$ cat src/rtl/regfile_writeback_arbiter_if.sv
// Write-port bundle between the core/multi-cycle unit (master) and the
// register-file writeback arbiter (slave).
interface regfile_writeback_arbiter_if #(
   parameter int unsigned DEPTH = 4
);
   logic                         pipe_valid_i;
   logic [4:0]                   pipe_rd_i;
   logic [31:0]                  pipe_data_i;
   logic                         mc_valid_i;
   logic                         mc_ready_o;
   logic [4:0]                   mc_rd_i;
   logic [31:0]                  mc_data_i;
   logic                         pipe_stall_o;
   logic [4:0]                   rs1_i;
   logic [4:0]                   rs2_i;
   logic                         hazard_rs1_o;
   logic                         hazard_rs2_o;
   logic                         reg_write_o;
   logic [4:0]                   write_register_o;
   logic [31:0]                  write_data_o;
   logic [$clog2(DEPTH+1)-1:0]   fifo_count_o;

   modport master (
      output pipe_valid_i, pipe_rd_i, pipe_data_i, mc_valid_i, mc_rd_i, mc_data_i, rs1_i, rs2_i,
      input  mc_ready_o, pipe_stall_o, hazard_rs1_o, hazard_rs2_o, reg_write_o,
             write_register_o, write_data_o, fifo_count_o
   );

   modport slave (
      input  pipe_valid_i, pipe_rd_i, pipe_data_i, mc_valid_i, mc_rd_i, mc_data_i, rs1_i, rs2_i,
      output mc_ready_o, pipe_stall_o, hazard_rs1_o, hazard_rs2_o, reg_write_o,
             write_register_o, write_data_o, fifo_count_o
   );
endinterface

$ cat src/rtl/regfile_writeback_arbiter.sv
// Merges pipeline writeback (priority) and buffered multi-cycle results onto the single
// register-file write port. Define WB_BYPASS_EN for zero-latency mc writes into an idle port.
module regfile_writeback_arbiter #(
   parameter int unsigned DEPTH        = 4,
   parameter int unsigned STARVE_LIMIT = 8
) (
   input logic                        clk,
   input logic                        rst,
   regfile_writeback_arbiter_if.slave wb
);
   localparam int unsigned PW = $clog2(DEPTH);
   localparam int unsigned CW = $clog2(DEPTH + 1);
   localparam int unsigned SW = $clog2(STARVE_LIMIT + 1);

   logic [4:0]    rd_mem   [DEPTH];
   logic [31:0]   data_mem [DEPTH];

   logic [CW-1:0] count_q, count_d;
   logic [PW-1:0] wr_ptr_q, rd_ptr_q;
   logic [SW-1:0] starve_q, starve_d;
   logic          stall_q, stall_d;

   logic pipe_win, empty, ready, accept_nz, pop, push, bypass;
   logic haz1, haz2;

   always_comb begin
      pipe_win  = wb.pipe_valid_i & ~stall_q & (wb.pipe_rd_i != 5'd0);
      empty     = (count_q == '0);
      ready     = (count_q < CW'(DEPTH));
      accept_nz = wb.mc_valid_i & ready & (wb.mc_rd_i != 5'd0);
      pop       = ~pipe_win & ~empty;
`ifdef WB_BYPASS_EN
      bypass    = accept_nz & empty & ~pipe_win;
`else
      bypass    = 1'b0;
`endif
      push      = accept_nz & ~bypass;

      case ({push, pop})
         2'b10:   count_d = count_q + CW'(1);
         2'b01:   count_d = count_q - CW'(1);
         default: count_d = count_q;
      endcase

      // Counter saturates at the limit; stall holds until the buffered head drains.
      starve_d = starve_q;
      if (empty || pop) begin
         starve_d = '0;
      end else if (starve_q != SW'(STARVE_LIMIT)) begin
         starve_d = starve_q + SW'(1);
      end
      stall_d = pop ? 1'b0 : (stall_q | (starve_d == SW'(STARVE_LIMIT)));
   end

   // The head being popped is excluded: the register file write-through covers it.
   always_comb begin : hazard_scan
      logic [PW-1:0] off;
      logic          live;
      haz1 = 1'b0;
      haz2 = 1'b0;
      off  = '0;
      live = 1'b0;
      for (int unsigned i = 0; i < DEPTH; i++) begin
         off  = PW'(i) - rd_ptr_q;
         live = (CW'(off) < count_q) && !(pop && (off == '0));
         if (live && (rd_mem[i] == wb.rs1_i) && (wb.rs1_i != 5'd0)) haz1 = 1'b1;
         if (live && (rd_mem[i] == wb.rs2_i) && (wb.rs2_i != 5'd0)) haz2 = 1'b1;
      end
   end

   always_comb begin
      wb.reg_write_o      = 1'b0;
      wb.write_register_o = wb.pipe_rd_i;
      wb.write_data_o     = wb.pipe_data_i;
      if (pipe_win) begin
         wb.reg_write_o = 1'b1;
      end else if (pop) begin
         wb.reg_write_o      = 1'b1;
         wb.write_register_o = rd_mem[rd_ptr_q];
         wb.write_data_o     = data_mem[rd_ptr_q];
      end else if (bypass) begin
         wb.reg_write_o      = 1'b1;
         wb.write_register_o = wb.mc_rd_i;
         wb.write_data_o     = wb.mc_data_i;
      end
   end

   assign wb.mc_ready_o   = ready;
   assign wb.pipe_stall_o = stall_q;
   assign wb.hazard_rs1_o = haz1;
   assign wb.hazard_rs2_o = haz2;
   assign wb.fifo_count_o = count_q;

   always_ff @(posedge clk or posedge rst) begin
      if (rst) begin
         count_q  <= '0;
         wr_ptr_q <= '0;
         rd_ptr_q <= '0;
         starve_q <= '0;
         stall_q  <= 1'b0;
      end else begin
         count_q  <= count_d;
         starve_q <= starve_d;
         stall_q  <= stall_d;
         if (push) wr_ptr_q <= wr_ptr_q + PW'(1);
         if (pop)  rd_ptr_q <= rd_ptr_q + PW'(1);
      end
   end

   always_ff @(posedge clk) begin
      if (push) begin
         rd_mem[wr_ptr_q]   <= wb.mc_rd_i;
         data_mem[wr_ptr_q] <= wb.mc_data_i;
      end
   end

`ifndef SYNTHESIS
   stall_blocks_pipe: assert property (@(posedge clk) disable iff (rst)
      stall_q |-> !wb.pipe_valid_i)
      else $error("pipe_valid_i high while pipe_stall_o is set");
`endif
endmodule

$ cat src/flat_wrapper.sv
// flat-port wrapper written by rule: the top's interface ports become plain ports
module regfile_writeback_arbiter_flat 
#(
   parameter int unsigned DEPTH        = 4,
   parameter int unsigned STARVE_LIMIT = 8
)
  (clk, rst, wb_pipe_valid_i, wb_pipe_rd_i, wb_pipe_data_i, wb_mc_valid_i, wb_mc_rd_i, wb_mc_data_i, wb_rs1_i, wb_rs2_i, wb_mc_ready_o, wb_pipe_stall_o, wb_hazard_rs1_o, wb_hazard_rs2_o, wb_reg_write_o, wb_write_register_o, wb_write_data_o, wb_fifo_count_o);
  regfile_writeback_arbiter_if #(.DEPTH(DEPTH)) wb_i ();
  input logic clk;
  input logic rst;
  input wire logic [$bits(wb_i.pipe_valid_i)-1:0] wb_pipe_valid_i;
  input wire logic [$bits(wb_i.pipe_rd_i)-1:0] wb_pipe_rd_i;
  input wire logic [$bits(wb_i.pipe_data_i)-1:0] wb_pipe_data_i;
  input wire logic [$bits(wb_i.mc_valid_i)-1:0] wb_mc_valid_i;
  input wire logic [$bits(wb_i.mc_rd_i)-1:0] wb_mc_rd_i;
  input wire logic [$bits(wb_i.mc_data_i)-1:0] wb_mc_data_i;
  input wire logic [$bits(wb_i.rs1_i)-1:0] wb_rs1_i;
  input wire logic [$bits(wb_i.rs2_i)-1:0] wb_rs2_i;
  output wire logic [$bits(wb_i.mc_ready_o)-1:0] wb_mc_ready_o;
  output wire logic [$bits(wb_i.pipe_stall_o)-1:0] wb_pipe_stall_o;
  output wire logic [$bits(wb_i.hazard_rs1_o)-1:0] wb_hazard_rs1_o;
  output wire logic [$bits(wb_i.hazard_rs2_o)-1:0] wb_hazard_rs2_o;
  output wire logic [$bits(wb_i.reg_write_o)-1:0] wb_reg_write_o;
  output wire logic [$bits(wb_i.write_register_o)-1:0] wb_write_register_o;
  output wire logic [$bits(wb_i.write_data_o)-1:0] wb_write_data_o;
  output wire logic [$bits(wb_i.fifo_count_o)-1:0] wb_fifo_count_o;
  assign wb_i.pipe_valid_i = wb_pipe_valid_i;
  assign wb_i.pipe_rd_i = wb_pipe_rd_i;
  assign wb_i.pipe_data_i = wb_pipe_data_i;
  assign wb_i.mc_valid_i = wb_mc_valid_i;
  assign wb_i.mc_rd_i = wb_mc_rd_i;
  assign wb_i.mc_data_i = wb_mc_data_i;
  assign wb_i.rs1_i = wb_rs1_i;
  assign wb_i.rs2_i = wb_rs2_i;
  assign wb_mc_ready_o = wb_i.mc_ready_o;
  assign wb_pipe_stall_o = wb_i.pipe_stall_o;
  assign wb_hazard_rs1_o = wb_i.hazard_rs1_o;
  assign wb_hazard_rs2_o = wb_i.hazard_rs2_o;
  assign wb_reg_write_o = wb_i.reg_write_o;
  assign wb_write_register_o = wb_i.write_register_o;
  assign wb_write_data_o = wb_i.write_data_o;
  assign wb_fifo_count_o = wb_i.fifo_count_o;
  regfile_writeback_arbiter #(.DEPTH(DEPTH), .STARVE_LIMIT(STARVE_LIMIT)) u_core (.clk(clk), .rst(rst), .wb(wb_i));
endmodule
$ cat config.mk
export PLATFORM = sky130hd
export DESIGN_NAME = regfile_writeback_arbiter_flat
export DESIGN_NICKNAME = d
export VERILOG_FILES = /design/src/rtl/regfile_writeback_arbiter_if.sv /design/src/rtl/regfile_writeback_arbiter.sv /design/src/flat_wrapper.sv
export SDC_FILE = /design/constraint.sdc
export NUM_CORES = 1
export LEC_CHECK = 0
export BUFFER_PORTS_ARGS = -buffer_cell sky130_fd_sc_hd__buf_2
export CORE_MARGIN = 2
export CORE_UTILIZATION = 50
export DETAILED_ROUTE_END_ITERATION = 7
export PLACE_DENSITY = 0.86
export SKIP_CTS_REPAIR_TIMING = 1
export SYNTH_ARGS = -nofsm -noshare
export SYNTH_HDL_FRONTEND = slang
export SYNTH_SLANG_ARGS = --single-unit
export TNS_END_PERCENT = 10
$ cat constraint.sdc
create_clock -name clk -period 2.11 [get_ports clk]
set_input_delay 0 -clock clk [delete_from_list [all_inputs] [get_ports clk]]
set_output_delay 0 -clock clk [all_outputs]
set_load 0.01 [all_outputs]
==> flow_summary_export.csv, run 1 <==
group,metric,value,unit
critical_path,crit_cells,4,
synth,netlist_area,0.007368,mm2
worst_hold_path,hp-class,"in -> reg",
status,violations,"negative setup slack",
routing,firstDrtPassIters,7,
clocking,cts_buffers,17,
timing,drv_slew,0,
synth,ys_seq_area_frac,0.6439,
synth,synth-xor-area-share,0.05587,
timing,setup_violations,27,
critical_path,startpoint,"u_core.rd_ptr_q[0]$_DFFE_PP0P_",
cells_and_area,antenna_cells,0,
critical_path,crit_end,"wb_write_data_o[14]",
synth,synth_area_per_cell,18.06,um2
routing,wirelength,15710,um
cells_and_area,fill_cells,989,
cells_and_area,stdcell_area,0.009639,mm2
critical_path,worstPathCellList,"buf_16 -> mux4_2 -> mux2_4 -> buf_6",
synth,synth_top_family_by_area,"multiplexers",
global_route,grt_pass1_vias,4203,
placed_design,place_congestion,0.8341,
synth,ys_ff_latch,160,
critical_path,start_kind,"flip-flop",
clocking,path_clk_slew,0.06,ns
clocking,cts_sinks,160,
global_route,grt_usage,0.1853,
critical_path,r2r_start,"u_core.wb.fifo_count_o[1]$_DFFE_PP0P_",
routing,viasPerCell,5.499,
synth,synth_top_area_share,0.6032,
routing,num_vias,4322,
floorplan,die_y,125.4,um
synth,synth_fp_nets,512,
floorplan,rows,44,
synth,synth_top_cell_by_area,"edfxtp_1",
global_route,grt_pass1_wl,22250,um
synth,synth_cells,408,
global_route,grt_max_degree,44,
cells_and_area,fin_util,0.6657,
routing,ant_nets,0,
critical_path,reg2reg_depth,9,
timing,hold_violations,0,
synth,synthTopCellsByArea,"edfxtp_1, mux4_2, mux2_4",
cells_and_area,multi_input_area,0.002551,mm2
routing,drcViolationCount,0,
critical_path,crit_family,"multiplexers",
critical_path,cp.required,2.11,ns
timing,timing.fmax,0.4561,GHz
timing,period_share,1.039,
power,p_per_area,1243,mW/mm2
global_route,grtUsageMet3,0.04322,
global_route,grt_util_met1,0.2300,
clocking,insertion_delay,0.42,ns
critical_path,reg2reg_to,"u_core.wb.fifo_count_o[2]$_DFFE_PP0P_",
placed_design,port_buffers,132,
floorplan,core,0.01448,mm2
synth,synth-edff-count,148,
clocking,h-tree-depth,4,
synth,synthAdderAreaFrac,0.02819,
critical_path,crit_buf_inv,2,
timing,fin_worst_skew,0.007590,ns
critical_path,path_max_fanout,43,
timing,min_period,2.192,ns
timing,max-slew-margin-rel,0.6511,
cells_and_area,final_cell_mix,"edfxtp_1, buf_2, dlygate4sd3_1",
power,p_leak,3.643,nW
routing,drtIter0Drc,219,
critical_path,path_class,"reg -> out",
run,maxCapViolCount,0,
cells_and_area,post_route_cells_drive_above_1_share,0.4568,
cells_and_area,area_delta_synth_final,30.82,%
floorplan,die_x,125.4,um
global_route,grtUsageMet2,0.3168,
clocking,clockBufferDepth,2,
synth,yosys_warnings,0,
placed_design,dpl_cell_area,0.008298,mm2
routing,post_drt_wl_per_cell,19.99,um
synth,async_reset_ff_frac,0.07500,
timing,tightest_slew,0.5228,ns
synth,synth-compound-area-share,0.02292,
power,p_total,11.98,mW
status,outcome,"finished, violations left",
critical_path,slowest_stage,"mux4_2",
placed_design,dpl.hpwl,9438,um
cells_and_area,layout_commonest_cell,"edfxtp_1",
worst_hold_path,min_delay_path_depth,4,
global_route,antenna_found_initial,0,
timing,grt_setup_unrepaired,"true",
critical_path,slowest_delay,0.60,ns
power,ir_drop,744.1,uV
global_route,overflow,0,
critical_path,arrival,2.19,ns
synth,synth_mux_area_frac,0.1902,
timing,worst_slack,-0.08229,ns
floorplan,num_io_pins,133,
clocking,cts-root-buf,"clkbuf_16",
clocking,cts_tree,"done",
synth,yosysUniqueCellTypes,39,
synth,ys.flop_type,"edfxtp_1",
floorplan,dieArea,0.01572,mm2
cells_and_area,nets,693,
critical_path,critPathCaptureType,"output port",
global_route,busiest_layer,"met2",
floorplan,start_util,0.5089,
cells_and_area,regArea,0.004748,mm2
critical_path,rrSetupSlack,-0.01,ns
synth,yosys.area_share.simple,0.03532,
timing,holdWs,0.1167,ns
==> logic make-up after synthesis <==
family / after synthesis
flops: 160
mux: 76
simple gates: 48
xor+xnor: 47
buf+inv: 37
compound gates: 24
fa+ha+maj: 16
==> cells in the mapped netlist (all sizes together), types with 3 or more instances <==
| cell type | number |
|---|---|
| or4 | 3 |
| xnor2 | 29 |
| mux2 | 37 |
| and2 | 7 |
| xor2 | 18 |
| a21oi | 9 |
| dfrtp | 12 |
| buf | 9 |
| clkbuf | 14 |
| inv | 14 |
| nor2 | 5 |
| nor3 | 12 |
| ha | 15 |
| mux4 | 37 |
| nand2 | 7 |
| nand3 | 9 |
| edfxtp | 148 |
| a2bb2oi | 3 |
| a22oi | 4 |
| o21ai | 3 |
==> routing by layer <==
metal	vias to the layer above	share of wire
met4	0	0.022
li1	1950	-
met2	158	0.53
met3	29	0.047
met5	-	0
met1	2185	0.40
==> worst min path at each step <==
stage,start,end,slack [ns]
after detailed placement,rst,u_core.starve_q[1]$_DFF_PP0_,0.06
final,wb_mc_valid_i,u_core.wr_ptr_q[0]$_DFFE_PP0P_,0.12
after global placement,rst,u_core.wb.fifo_count_o[0]$_DFFE_PP0P_,0.03
after floorplan,rst,u_core.rd_ptr_q[0]$_DFFE_PP0P_,-0.14
after global routing,wb_mc_valid_i,u_core.wr_ptr_q[0]$_DFFE_PP0P_,0.13
after CTS,rst,u_core.starve_q[1]$_DFF_PP0_,-0.39
==> power breakdown <==
part / internal, mW / switching, mW / leakage (nW) / total, mW
Clock: 1.74 / 1.19 / 0.281 / 2.92
Sequential: 3.98 / 0.208 / 1.49 / 4.19
Combinational: 2.66 / 2.21 / 1.87 / 4.87
==> layout make-up <==
type,count,area share
inverters,14,0.005971
repair buffers,185,0.1537
flip-flops and latches,160,0.4926
clock inverters,14,0.01467
multi-input cells,211,0.2647
well taps,184,0.02388
clock buffers,18,0.04452
==> registers in the layout, indices dropped and copies added (netlist names) <==
register / count
u_core.rd_mem: 20
u_core.starve_q: 4
u_core.wb.pipe_stall_o: 1
u_core.rd_ptr_q: 2
u_core.wr_ptr_q: 2
u_core.wb.fifo_count_o: 3
u_core.data_mem: 128
==> worst register-to-register path: stages, from the launching register on <==
cell	delay, ns
dfrtp_1	0.43
or3_4	0.44
nand2_8	0.11
inv_1	0.05
ha_1	0.23
inv_1	0.08
fa_1	0.20
xor2_1	0.22
nor2_1	0.09
xnor2_1	0.14
==> stage by stage <==
step | setup slack [ns] | setup TNS [ns] | instances
5_1_grt | -0.1388 | -3.420 | 786
3_5_place_dp | -0.04593 | -0.04593 | 713
6_report | -0.08229 | -0.7763 | 786
3_3_place_gp | 0.06423 | 0 | 713
2_1_floorplan | -0.1453 | -16.14 | 408
4_1_cts | -0.2320 | -6.640 | 745
Note: power is estimated with default switching activity, not from simulation.
==> run 2, diff against run 1 <==
--- a/config.mk
+++ b/config.mk
@@ -7,7 +7,9 @@
 export LEC_CHECK = 0
+export ABC_AREA = 1
+export ABC_CLOCK_PERIOD_IN_PS = 2110
 export BUFFER_PORTS_ARGS = -buffer_cell sky130_fd_sc_hd__buf_2
 export CORE_MARGIN = 2
-export CORE_UTILIZATION = 50
+export CORE_UTILIZATION = 51
 export DETAILED_ROUTE_END_ITERATION = 7
-export PLACE_DENSITY = 0.86
+export PLACE_DENSITY = 0.87
 export SKIP_CTS_REPAIR_TIMING = 1
==> constraint.sdc (replaced) <==
create_clock -name clk -period 2.11 [get_ports clk]
set_input_delay 0.633 -clock clk [delete_from_list [all_inputs] [get_ports clk]]
set_output_delay 0.633 -clock clk [all_outputs]
set_load 0.01 [all_outputs]
==> flow_summary_export.csv, run 2 <==
group,metric,value,unit
status,outcome,"finished, violations left",
status,violations,"negative setup slack",
floorplan,start_util,0.5206,
synth,ys.flop_type,"edfxtp_1",
synth,yosys_warnings,0,
synth,synth_fp_nets,835,
critical_path,rrSetupSlack,0.10,ns
cells_and_area,area_delta_synth_final,25.32,%
synth,synth_cells,731,
critical_path,startpoint,"u_core.rd_ptr_q[0]$_DFFE_PP0P_",
timing,max-slew-margin-rel,0.6562,
synth,yosysMostFrequentCell,"nor2_1",
power,ir_drop,785.4,uV
timing,worst_slack,-0.6266,ns
power,p_leak,3.770,nW
cells_and_area,reg_top3,"u_core.data_mem x128, u_core.rd_mem x20, u_core.starve_q x4",
timing,timing.fmax,0.3654,GHz
synth,synthTopCellsByArea,"edfxtp_1, nor2_1, o21ai_0",
global_route,grt_pass1_wl,26770,um
placed_design,place_ws,-0.3070,ns
timing,period_share,1.297,
global_route,grt_usage,0.2178,
timing,hold_violations,0,
global_route,antenna_found_initial,2,
critical_path,critPathCaptureType,"output port",
timing,grt_setup_unrepaired,"true",
clocking,cts_buffers,17,
worst_hold_path,hp-class,"in -> async",
synth,netlist_area,0.007537,mm2
floorplan,core,0.01448,mm2
placed_design,dpl.hpwl,11130,um
cells_and_area,post_route_cells_drive_above_1_share,0.2713,
synth,synth_area_per_cell,10.31,um2
routing,viasPerCell,5.313,
global_route,overflow,0,
placed_design,place_congestion,0.8854,
floorplan,num_io_pins,133,
run,maxCapViolCount,0,
synth,yosysUniqueCellTypes,29,
clocking,cts_tree,"done",
timing,min_period,2.737,ns
critical_path,path_class,"reg -> out",
power,p_per_area,1249,mW/mm2
clocking,insertion_delay,0.41,ns
critical_path,start_kind,"flip-flop",
cells_and_area,regMostFlops,"u_core.data_mem",
floorplan,die_y,125.6,um
synth,synth_top_area_share,0.5896,
timing,setup_violations,39,
synth,ys_seq_area_frac,0.6295,
routing,num_vias,5780,
routing,drcViolationCount,0,
routing,drtIter0Drc,388,
global_route,grt_pass1_vias,5571,
synth,netlist_top_cells_count,"nor2_1, edfxtp_1, o21ai_0",
timing,drv_slew,0,
timing,setup_tns,-17.46,ns
cells_and_area,layout_commonest_cell,"nor2_1",
floorplan,dieArea,0.01577,mm2
cells_and_area,nets,996,
routing,wirelength,17080,um
clocking,path_clk_slew,0.06,ns
timing,holdWs,0.2218,ns
cells_and_area,final_cell_mix,"nor2_1, edfxtp_1, buf_2",
placed_design,dp_cells,1056,
timing,fin_worst_skew,0.005982,ns
routing,post_drt_wl_per_cell,15.70,um
critical_path,arrival,2.10,ns
placed_design,port_buffers,132,
floorplan,die_x,125.6,um
timing,tightest_slew,0.5157,ns
synth,synth_top_cell_by_area,"edfxtp_1",
synth,ys_ff_latch,160,
floorplan,rows,44,
routing,ant_nets,0,
synth,async_reset_ff_frac,0.07500,
critical_path,reg2reg_depth,12,
critical_path,path_max_fanout,2,
cells_and_area,largest_register_ffs,128,
clocking,clockBufferDepth,2,
global_route,grt_max_degree,42,
clocking,h-tree-depth,4,
clocking,cts_sinks,160,
critical_path,r2r_start,"u_core.wb.fifo_count_o[1]$_DFFE_PP0P_",
critical_path,reg2reg_to,"u_core.wb.fifo_count_o[2]$_DFFE_PP0P_",
critical_path,cp.required,1.48,ns
cells_and_area,finalNonFillerCells,1088,
clocking,cts-root-buf,"clkbuf_16",
synth,synth-edff-count,148,
routing,firstDrtPassIters,4,
==> run 2: kinds of logic after synthesis <==
kind of cell,count (synthesis),share of synthesized area
buf+inv,86,0.05163
compound gates,134,0.09910
fa+ha+maj,16,0.02756
simple gates,310,0.1632
flops,160,0.6295
xor+xnor,25,0.02905
==> run 2: cell type report <==
cell class              count  area, um2
clock buffers              18      429.2
repair buffers            178       1187
clock inverters            12      136.4
diodes                      1      2.502
multi-input cells         485       2520
fillers                  1074       5034
flip-flops and latches    160       4747
well taps                 184      230.2
inverters                  50      192.7
==> run 2: how the worst max path moves through the flow <==
stage	end	slack, ns	cells past startpoint
final	wb_hazard_rs2_o	-0.63	11
after floorplan	wb_hazard_rs1_o	-0.39	12
after CTS	wb_hazard_rs2_o	-0.71	10
after detailed placement	u_core.wb.fifo_count_o[2]$_DFFE_PP0P_	-0.31	13
after global routing	wb_hazard_rs2_o	-0.74	11
after global placement	u_core.wb.fifo_count_o[2]$_DFFE_PP0P_	-0.26	13
==> run 2: layer usage <==
metal / GRT usage / wire, um / vias to the layer above
li1: - / - / 2818
met1: 0.2721 / 6986 / 2724
met2: 0.3676 / 8664 / 193
met3: 0.04365 / 931 / 43
met4: 0.09869 / 487 / 2
met5: 0 / 14 / -
==> run 2: power by group <==
part           leakage, nW  internal (mW)  switching [mW]
Sequential            1.49           3.96           0.178
Clock                0.259           1.73            1.19
Combinational         2.02           1.85            2.88
Total                 3.77           7.54            4.25
==> run 2: worst max-delay path, stage by stage, from the launching register on <==
cell and delay [ns]:
dfrtp_2 0.37, inv_2 0.05, ha_4 0.29, inv_4 0.04, ha_4 0.24, a21boi_2 0.15
o21ai_2 0.07, nand3_1 0.10, nand2_1 0.08, nor2_2 0.13, nor2_2 0.03, buf_2 0.13
==> run 2: through the flow <==
stage	power, mW	area (um2)	util
after CTS	11.59	9349	0.6457
after detailed placement	8.643	8783	0.6066
after floorplan	7.040	7600	-
after global placement	8.507	8783	0.6066
after global routing	12.51	9443	0.6522
final	11.79	9445	0.6524
